**src/rtl/rbcp_arb_pkg.sv**
```systemverilog
// Shared types and constants for the RBCP slave arbiter.
package rbcp_arb_pkg;

  typedef enum logic [1:0] {
    ST_IDLE  = 2'd0,
    ST_ISSUE = 2'd1,
    ST_WAIT  = 2'd2,
    ST_RESP  = 2'd3
  } state_e;

  localparam int         NUM_SLV     = 4;
  localparam logic [7:0] UNMAPPED_RD = 8'h00;

endpackage

```
**src/rtl/rbcp_arb_timer.sv**
```systemverilog
// WAIT-state watchdog: loads a cycle budget, counts down, flags the last cycle.
module rbcp_arb_timer (
  input  logic       clk,
  input  logic       rst,
  input  logic       load,
  input  logic       dec,
  input  logic [7:0] load_val,
  output logic       zero
);

  logic [7:0] cnt_q, cnt_d;

  always_comb begin
    cnt_d = cnt_q;
    if (load) begin
      cnt_d = load_val;
    end else if (dec && (cnt_q != 8'd0)) begin
      cnt_d = cnt_q - 8'd1;
    end
  end

  always_ff @(posedge clk) begin
    if (rst) begin
      cnt_q <= 8'd0;
    end else begin
      cnt_q <= cnt_d;
    end
  end

  // Asserted in the cycle whose decrement brings the count to zero.
  assign zero = (cnt_q <= 8'd1);

endmodule

```
**src/rtl/rbcp_arbiter.sv**
```systemverilog
// RBCP host-to-slave arbiter: decodes a 2-bit slave select, issues one-hot strobes,
// returns the selected slave's acknowledge. Optional WAIT timeout under RBCP_ARB_TIMEOUT_EN.
// Handshake: RBCP_WE/RBCP_RE are accepted only in IDLE; every accepted strobe yields
// exactly one RBCP_ACK pulse (unless aborted by RST), and RBCP_RD is valid with it.
module rbcp_arbiter
  import rbcp_arb_pkg::*;
#(
  parameter int         SEL_LSB = 24,
  parameter logic [7:0] TIMEOUT = 8'd255
) (
  input  logic                 CLK,
  input  logic                 RST,
  input  logic [31:0]          RBCP_ADDR,
  input  logic [7:0]           RBCP_WD,
  input  logic                 RBCP_WE,
  input  logic                 RBCP_RE,
  output logic                 RBCP_ACK,
  output logic [7:0]           RBCP_RD,
  output logic [31:0]          SLV_ADDR,
  output logic [7:0]           SLV_WD,
  output logic [NUM_SLV-1:0]   SLV_WE,
  output logic [NUM_SLV-1:0]   SLV_RE,
  input  logic [NUM_SLV-1:0]   SLV_ACK,
  input  logic [8*NUM_SLV-1:0] SLV_RD,
  output logic                 BUSY,
  output logic                 ERR
);

  state_e              state_q, state_d;
  logic [31:0]         addr_q, addr_d;
  logic [7:0]          wd_q, wd_d;
  logic                we_q, we_d;
  logic [1:0]          sel_q, sel_d;
  logic [NUM_SLV-1:0]  slv_we_q, slv_we_d;
  logic [NUM_SLV-1:0]  slv_re_q, slv_re_d;
  logic                ack_q, ack_d;
  logic                err_q, err_d;
  logic [7:0]          rd_q, rd_d;
  logic                busy_q, busy_d;

  logic [1:0]          sel_in;
  logic [NUM_SLV-1:0]  sel_onehot;
  logic                mapped;
  logic                sel_ack;
  logic [7:0]          sel_rd;
  logic                expire;

  assign sel_in     = RBCP_ADDR[SEL_LSB +: 2];
  assign sel_onehot = NUM_SLV'(1) << sel_in;
  assign mapped     = (RBCP_ADDR[31:SEL_LSB+2] == '0);
  assign sel_ack    = SLV_ACK[sel_q];
  assign sel_rd     = SLV_RD[{sel_q, 3'b000} +: 8];

`ifdef RBCP_ARB_TIMEOUT_EN
  rbcp_arb_timer u_timer (
    .clk      (CLK),
    .rst      (RST),
    .load     (state_q == ST_ISSUE),
    .dec      (state_q == ST_WAIT),
    .load_val (TIMEOUT),
    .zero     (expire)
  );
`else
  logic timeout_unused;
  assign timeout_unused = ^TIMEOUT;
  assign expire         = 1'b0;
`endif

  always_comb begin
    state_d  = state_q;
    addr_d   = addr_q;
    wd_d     = wd_q;
    we_d     = we_q;
    sel_d    = sel_q;
    slv_we_d = '0;
    slv_re_d = '0;
    ack_d    = 1'b0;
    err_d    = 1'b0;
    rd_d     = rd_q;
    case (state_q)
      ST_IDLE: begin
        if (RBCP_WE || RBCP_RE) begin
          addr_d = RBCP_ADDR;
          wd_d   = RBCP_WD;
          we_d   = RBCP_WE;
          sel_d  = sel_in;
          if (!mapped) begin
            rd_d    = UNMAPPED_RD;
            ack_d   = 1'b1;
            err_d   = 1'b1;
            state_d = ST_RESP;
          end else begin
            // Strobe is registered here so it is visible during the ISSUE cycle.
            if (RBCP_WE) slv_we_d = sel_onehot;
            else         slv_re_d = sel_onehot;
            state_d = ST_ISSUE;
          end
        end
      end
      ST_ISSUE: state_d = ST_WAIT;
      ST_WAIT: begin
        if (sel_ack) begin
          rd_d    = we_q ? 8'h00 : sel_rd;
          ack_d   = 1'b1;
          state_d = ST_RESP;
        end else if (expire) begin
          rd_d    = UNMAPPED_RD;
          ack_d   = 1'b1;
          err_d   = 1'b1;
          state_d = ST_RESP;
        end
      end
      ST_RESP: state_d = ST_IDLE;
      default: state_d = ST_IDLE;
    endcase
    busy_d = (state_d != ST_IDLE);
  end

  always_ff @(posedge CLK) begin
    if (RST) begin
      state_q  <= ST_IDLE;
      addr_q   <= 32'd0;
      wd_q     <= 8'd0;
      we_q     <= 1'b0;
      sel_q    <= 2'd0;
      slv_we_q <= '0;
      slv_re_q <= '0;
      ack_q    <= 1'b0;
      err_q    <= 1'b0;
      rd_q     <= 8'd0;
      busy_q   <= 1'b0;
    end else begin
      state_q  <= state_d;
      addr_q   <= addr_d;
      wd_q     <= wd_d;
      we_q     <= we_d;
      sel_q    <= sel_d;
      slv_we_q <= slv_we_d;
      slv_re_q <= slv_re_d;
      ack_q    <= ack_d;
      err_q    <= err_d;
      rd_q     <= rd_d;
      busy_q   <= busy_d;
    end
  end

  assign RBCP_ACK = ack_q;
  assign RBCP_RD  = rd_q;
  assign SLV_ADDR = addr_q;
  assign SLV_WD   = wd_q;
  assign SLV_WE   = slv_we_q;
  assign SLV_RE   = slv_re_q;
  assign BUSY     = busy_q;
  assign ERR      = err_q;

endmodule

```
**config.mk**
```make
export PLATFORM = sky130hd
export DESIGN_NAME = rbcp_arbiter
export DESIGN_NICKNAME = d
export VERILOG_FILES = /design/src/rtl/rbcp_arb_pkg.sv /design/src/rtl/rbcp_arb_timer.sv /design/src/rtl/rbcp_arbiter.sv
export SDC_FILE = /design/constraint.sdc
export NUM_CORES = 1
export LEC_CHECK = 0
export ABC_AREA = 1
export CAP_MARGIN = 15
export CORE_MARGIN = 1
export CORE_UTILIZATION = 37
export CTS_CLUSTER_DIAMETER = 120
export DETAILED_ROUTE_END_ITERATION = 16
export GPL_ROUTABILITY_DRIVEN = 0
export PLACE_DENSITY = 0.77
export SLEW_MARGIN = 10
export SYNTH_ARGS = -nofsm -noshare
export SYNTH_HDL_FRONTEND = slang
export SYNTH_SLANG_ARGS = --single-unit
export TNS_END_PERCENT = 20
```
**constraint.sdc**
```tcl
create_clock -name CLK -period 1.4 [get_ports CLK]
set_input_delay 0.21 -clock CLK [delete_from_list [all_inputs] [get_ports CLK]]
set_output_delay 0.21 -clock CLK [all_outputs]
set_load 0.05 [all_outputs]
```
Word-level counts from Yosys, hierarchy flattened
Index checks and enable logic that the tools add are counted.
Widths: inputs -> output; s select.
{"block": "totals", "regBits": 64, "input_bits": 80, "out_inout_bits": 59, "word_cells": 49}
{"block": "classes", "magnitude_cmp": 1, "eq_ne": 6, "shifts": 2, "muxes": 15, "bitwise_logic": 4, "n_reduce_logical": 10}
{"operator": "$mux 8", "count": 4}
{"operator": "$shiftx 32x6->8", "count": 1}
{"operator": "$pmux 8 s2", "count": 1}
{"operator": "$reduce_or 5->1", "count": 2}
{"operator": "$pmux 2 s4", "count": 1}
{"operator": "$logic_not 6->1", "count": 1}
{"operator": "$mux 2", "count": 3}
{"operator": "$ne 2x2->1 const B", "count": 3}
{"operator": "$eq 2x2->1 const B", "count": 2}
{"operator": "$mux 1", "count": 4}
{"operator": "$not 1->1", "count": 4}
{"operator": "$reduce_and 4->1", "count": 1}
{"operator": "$reduce_bool 2->1", "count": 2}
{"operator": "$shl 1x2->4 const A", "count": 1}
{"operator": "$lt 2x3->1 const B", "count": 1}
{"operator": "$bmux 1 s2", "count": 1}
{"operator": "$eq 2x1->1 const B", "count": 1}
{"operator": "$logic_not 2->1", "count": 1}
{"operator": "$pmux 1 s2", "count": 1}
{"operator": "$reduce_and 2->1", "count": 1}
{"operator": "$reduce_or 2->1", "count": 1}
{"operator": "$logic_or 1x1->1", "count": 1}

Depth between registers and ports, before layout
{"block": "depth", "ltp_word": 5, "mapped_depth": 10}

Least setup slack after synthesis
OpenSTA, ideal clock, no wires.
{"block": "synth_path", "path_kind": "reg2reg", "from": "reg, netlist name SLV_ADDR[24]", "to": "reg rd_q[3], in the netlist RBCP_RD[3]", "setup_ps": 115, "arrival_time_ps": 1459, "t_required_ps": 1285, "path_slack_ps": -174, "path_stages_with_launch": 9, "synth_period_minus_slack_ps": 1574, "cell_sequence": "dfxtp_1 > inv_2 > nand2_1 > nand3_2 > nand2_2 > nand2_4 > buf_12 > a21oi_2 > nor2_2"}
{"item": "end signal, assigned", "line": "rbcp_arbiter.sv:142", "text": "rd_q <= rd_d;"}
{"item": "end, declared", "line": "rbcp_arbiter.sv:38", "text": "logic [7:0] rd_q, rd_d;"}

Worst setup path in the final report
{"block": "layout_path", "from": "reg state_q[1]", "to": "reg rd_q[2], in the netlist RBCP_RD[2]"}
{"block": "layout_between", "elab_chain_len": 3, "elab_cells_between_ends": 8, "cone_classes": "eq/ne: 4; mux: 1; reduce/logical: 3"}
{"item": "start, declared", "line": "rbcp_arbiter.sv:29", "text": "state_e state_q, state_d;"}
{"item": "start signal, assigned", "line": "rbcp_arbiter.sv:133", "text": "state_q <= state_d;"}
{"item": "$eq 2x2->1 or $logic_not 2->1 (tied branches)", "line": "rbcp_arbiter.sv:80", "text": "case (state_q)"}
{"item": "$ne 2x2->1 (no source line) or $reduce_bool 2->1 (tied branches)"}
{"item": "$reduce_and 4->1 (no source line)"}
Parallel ways exist; a longest one is shown, timed or not.
A chain may end at the register's enable or synchronous reset.

==> reports/metrics.yaml <==
yosys:
  yosysWarnings: 0
  synth_nets: 473
  seq_area_frac_synth_pct: 43.66
  synth-seq-cells: 62
  ys_types: 28
  yosys.cell_count.top_type: "nor2_1"
  synth_area_sq_um: 2843
  synthArstFlopShare_pct: 0
  synth.top_cells.by_count: "nor2_1, nand2_1, dfxtp_1, o21ai_0, inv_1"
  yosys.area.top_type: "dfxtp_1"
  synth_flop_cell: "dfxtp_1"
  synth-edff-count: 0
  yosys.area.top_type_share_pct: 43.66
  postSynthCellCount: 390
  synth.avg_cell_area_sq_um: 7.289
  synth.area.top_cells: "dfxtp_1, nor2_1, nand2_1"
layout:
  nNetsFinal: 636
  fin_cells: 657
  antenna_cells: 0
  fin_util_pct: 73.90
  drive_gt1_share_pct: 27.60
  area_delta_synth_final_pct: 90.58
  finalInstanceArea_sq_um: 5418
pwr:
  leakage_nw: 2.443
  ir_drop_v: 0.001334
  pwr_density_cell_nw_per_um2: 2291
  finalPower_w: 0.01241
setup_path:
  crit_type: "reg2reg"
  critPathRequiredTime_ns: 1.64
  crit_path_end_kind: "register"
  cp.arrival_ns: 1.60
  critPathLaunchType: "register"
  path_max_fanout: 7
floorplan:
  ios: 139
  fp.coreArea_sq_um: 7331
  initial_core_util_pct: 38.78
  die_x_microns: 89.65
  std_cell_rows: 31
  dieArea_sq_um: 8037
  die_y_microns: 89.65
sta:
  fin_crit_ns: 1.361
  max_freq_ghz: 0.7346
  rsz0062_at_grt: "true"
  fin_skew_ns: 0.006742
  period_share_pct: 97.24
  tightestPinTransition_ns: 0.2176
  fin_hold_ws_ns: 0.4495
  finalHoldViolations: 0
  slew_headroom_pct: 85.34
  setup_violations: 0
  slew_violations: 0
clocking:
  cts_buffer_depth: 2
  clk_pin_slew_worst_paths_ns: 0.08
  clk_latency_ns: 0.34
  cts-buffers-inserted: 9
  h-tree-depth: 3
  root_buffer: "clkbuf_8"
  holdBufCountCts: 0
  cts_tree: "built"
  cts.sinks: 62
routing:
  drt_iter0_drc: 71
  wl_per_cell_microns: 13.55
  final_antenna_net_count: 0
  vias_per_cell: 4.630
  drt_first_pass_iters: 4
  drt-total-wl_mm: 8.904
  vias: 3042
  drc: 0
global_routing:
  overflow: 0
  grt_pass1_vias: 3146
  grt_usage_pct: 23.15
  grt_antenna_before_repair: 0
  grt_pass1_wl_mm: 14.06
  grt_max_degree: 40
job:
  drv_cap: 0
run_status:
  status: "completed"
place:
  place_area_sq_um: 5029
  port_buffers: 138
  place_inst: 637
  dp_hpwl_mm: 6.609
min_path:
  min_path_type: "in2reg"
-- power by group --
part | internal (W) | switching [W] | leakage (nW)
logic | 0.00340 | 0.00393 | 1.80
clock network | 0.00141 | 0.000734 | 0.132
registers | 0.00233 | 0.000602 | 0.514
-- sequential cells by signal, summed over array words and instances, names as in the netlist --
name	flops
BUSY	1
ERR	1
RBCP_ACK	1
RBCP_RD	8
SLV_ADDR	32
SLV_RE	4
SLV_WD	8
SLV_WE	4
state_q	2
we_q	1
-- critical path, cell delays in order, from the launching register on --
cell     delay (ns)
dfxtp_2        0.34
inv_2          0.08
ha_4           0.15
inv_4          0.05
buf_4          0.13
nand2_4        0.10
nand2_8        0.07
buf_4          0.15
a21oi_2        0.13
nor2_1         0.06
-- logic make-up (layout without fill, tap and decap cells) --
logic type               Yosys count  after routing  share of synthesized area, %
AND/OR/NAND/NOR                  208            209                         32.88
flip-flops                        62             62                         43.66
buffers and inverters             61            228                         11.18
AO/OA/AOI/OAI                     56             56                         10.96
adder cells (fa/ha/maj)            3              3                         1.321
-- repair_timing --
item	4_1_cts	5_1_grt
pin swaps	4	5
endpoints found under the setup margin	42	34
cloned	1	0
endpoints found under the hold margin	0	0
setup buffers	1	2
resized for setup	11	17
-- metrics by stage --
stage | setup slack (ns) | TNS [ns]
2_1_floorplan | 0.01463 | 0
5_1_grt | -0.05032 | -0.4108
6_report | 0.03867 | 0
4_1_cts | 0.008326 | 0
3_5_place_dp | -0.2652 | -6.329
3_3_place_gp | -0.1731 | -3.916
-- layer usage --
metal / track usage, % / share of wire, % / vias to the layer above
met5: 0 / 0 / -
met1: 23.35 / 38 / 1362
li1: - / - / 1534
met3: 9.872 / 11 / 16
met4: 9.380 / 1.7 / 0
met2: 41.94 / 50 / 130
-- path summary, 6_finish.rpt --
kind,start,cells after the start,end,slack (ns)
min,RBCP_ADDR[14],3,SLV_ADDR[14]$_SDFFE_PP0N_,0.45
max,state_q[1]$_SDFF_PP0_,9,RBCP_RD[2]$_SDFFE_PP0P_,0.04
max reg2reg,state_q[1]$_SDFF_PP0_,9,RBCP_RD[2]$_SDFFE_PP0P_,0.04
min reg2reg,we_q$_SDFFE_PP0N_,2,we_q$_SDFFE_PP0N_,0.54
-- final cells by class --
type / instances / area (sq um)
Timing Repair Buffer: 170 / 2248
Fill cell: 488 / 1913
Multi-Input combinational cell: 268 / 1364
Sequential cell: 62 / 1246
Inverter: 42 / 165.2
Clock buffer: 10 / 137.6
Clock inverter: 6 / 132.6
Tap cell: 99 / 123.9
-- cell usage in the layout (no fill, tap or decap), types with 2 or more instances in the layout --
cell             netlist  layout
nor2_1                94      93
clkdlybuf4s50_1        0      79
nand2_1               67      66
buf_12                 1      61
dfxtp_1               62      58
o21ai_0               43      38
inv_1                 39      36
buf_4                  0      27
nand3_1               20      20
clkbuf_8               1      10
a21oi_2                7       7
nor2_2                 6       6
nand3_2                6       6
o21ai_1                0       5
dfxtp_2                0       4
inv_2                  2       4
a21oi_1                4       4
nand2_4                4       4
bufinv_16              0       4
nand2_2                3       3
buf_6                  7       3
nor2_4                 1       2
nor3_2                 1       2
nor3_1                 3       2
nand2_8                0       2
ha_4                   0       2
Note: power is estimated with default switching activity, not from simulation.
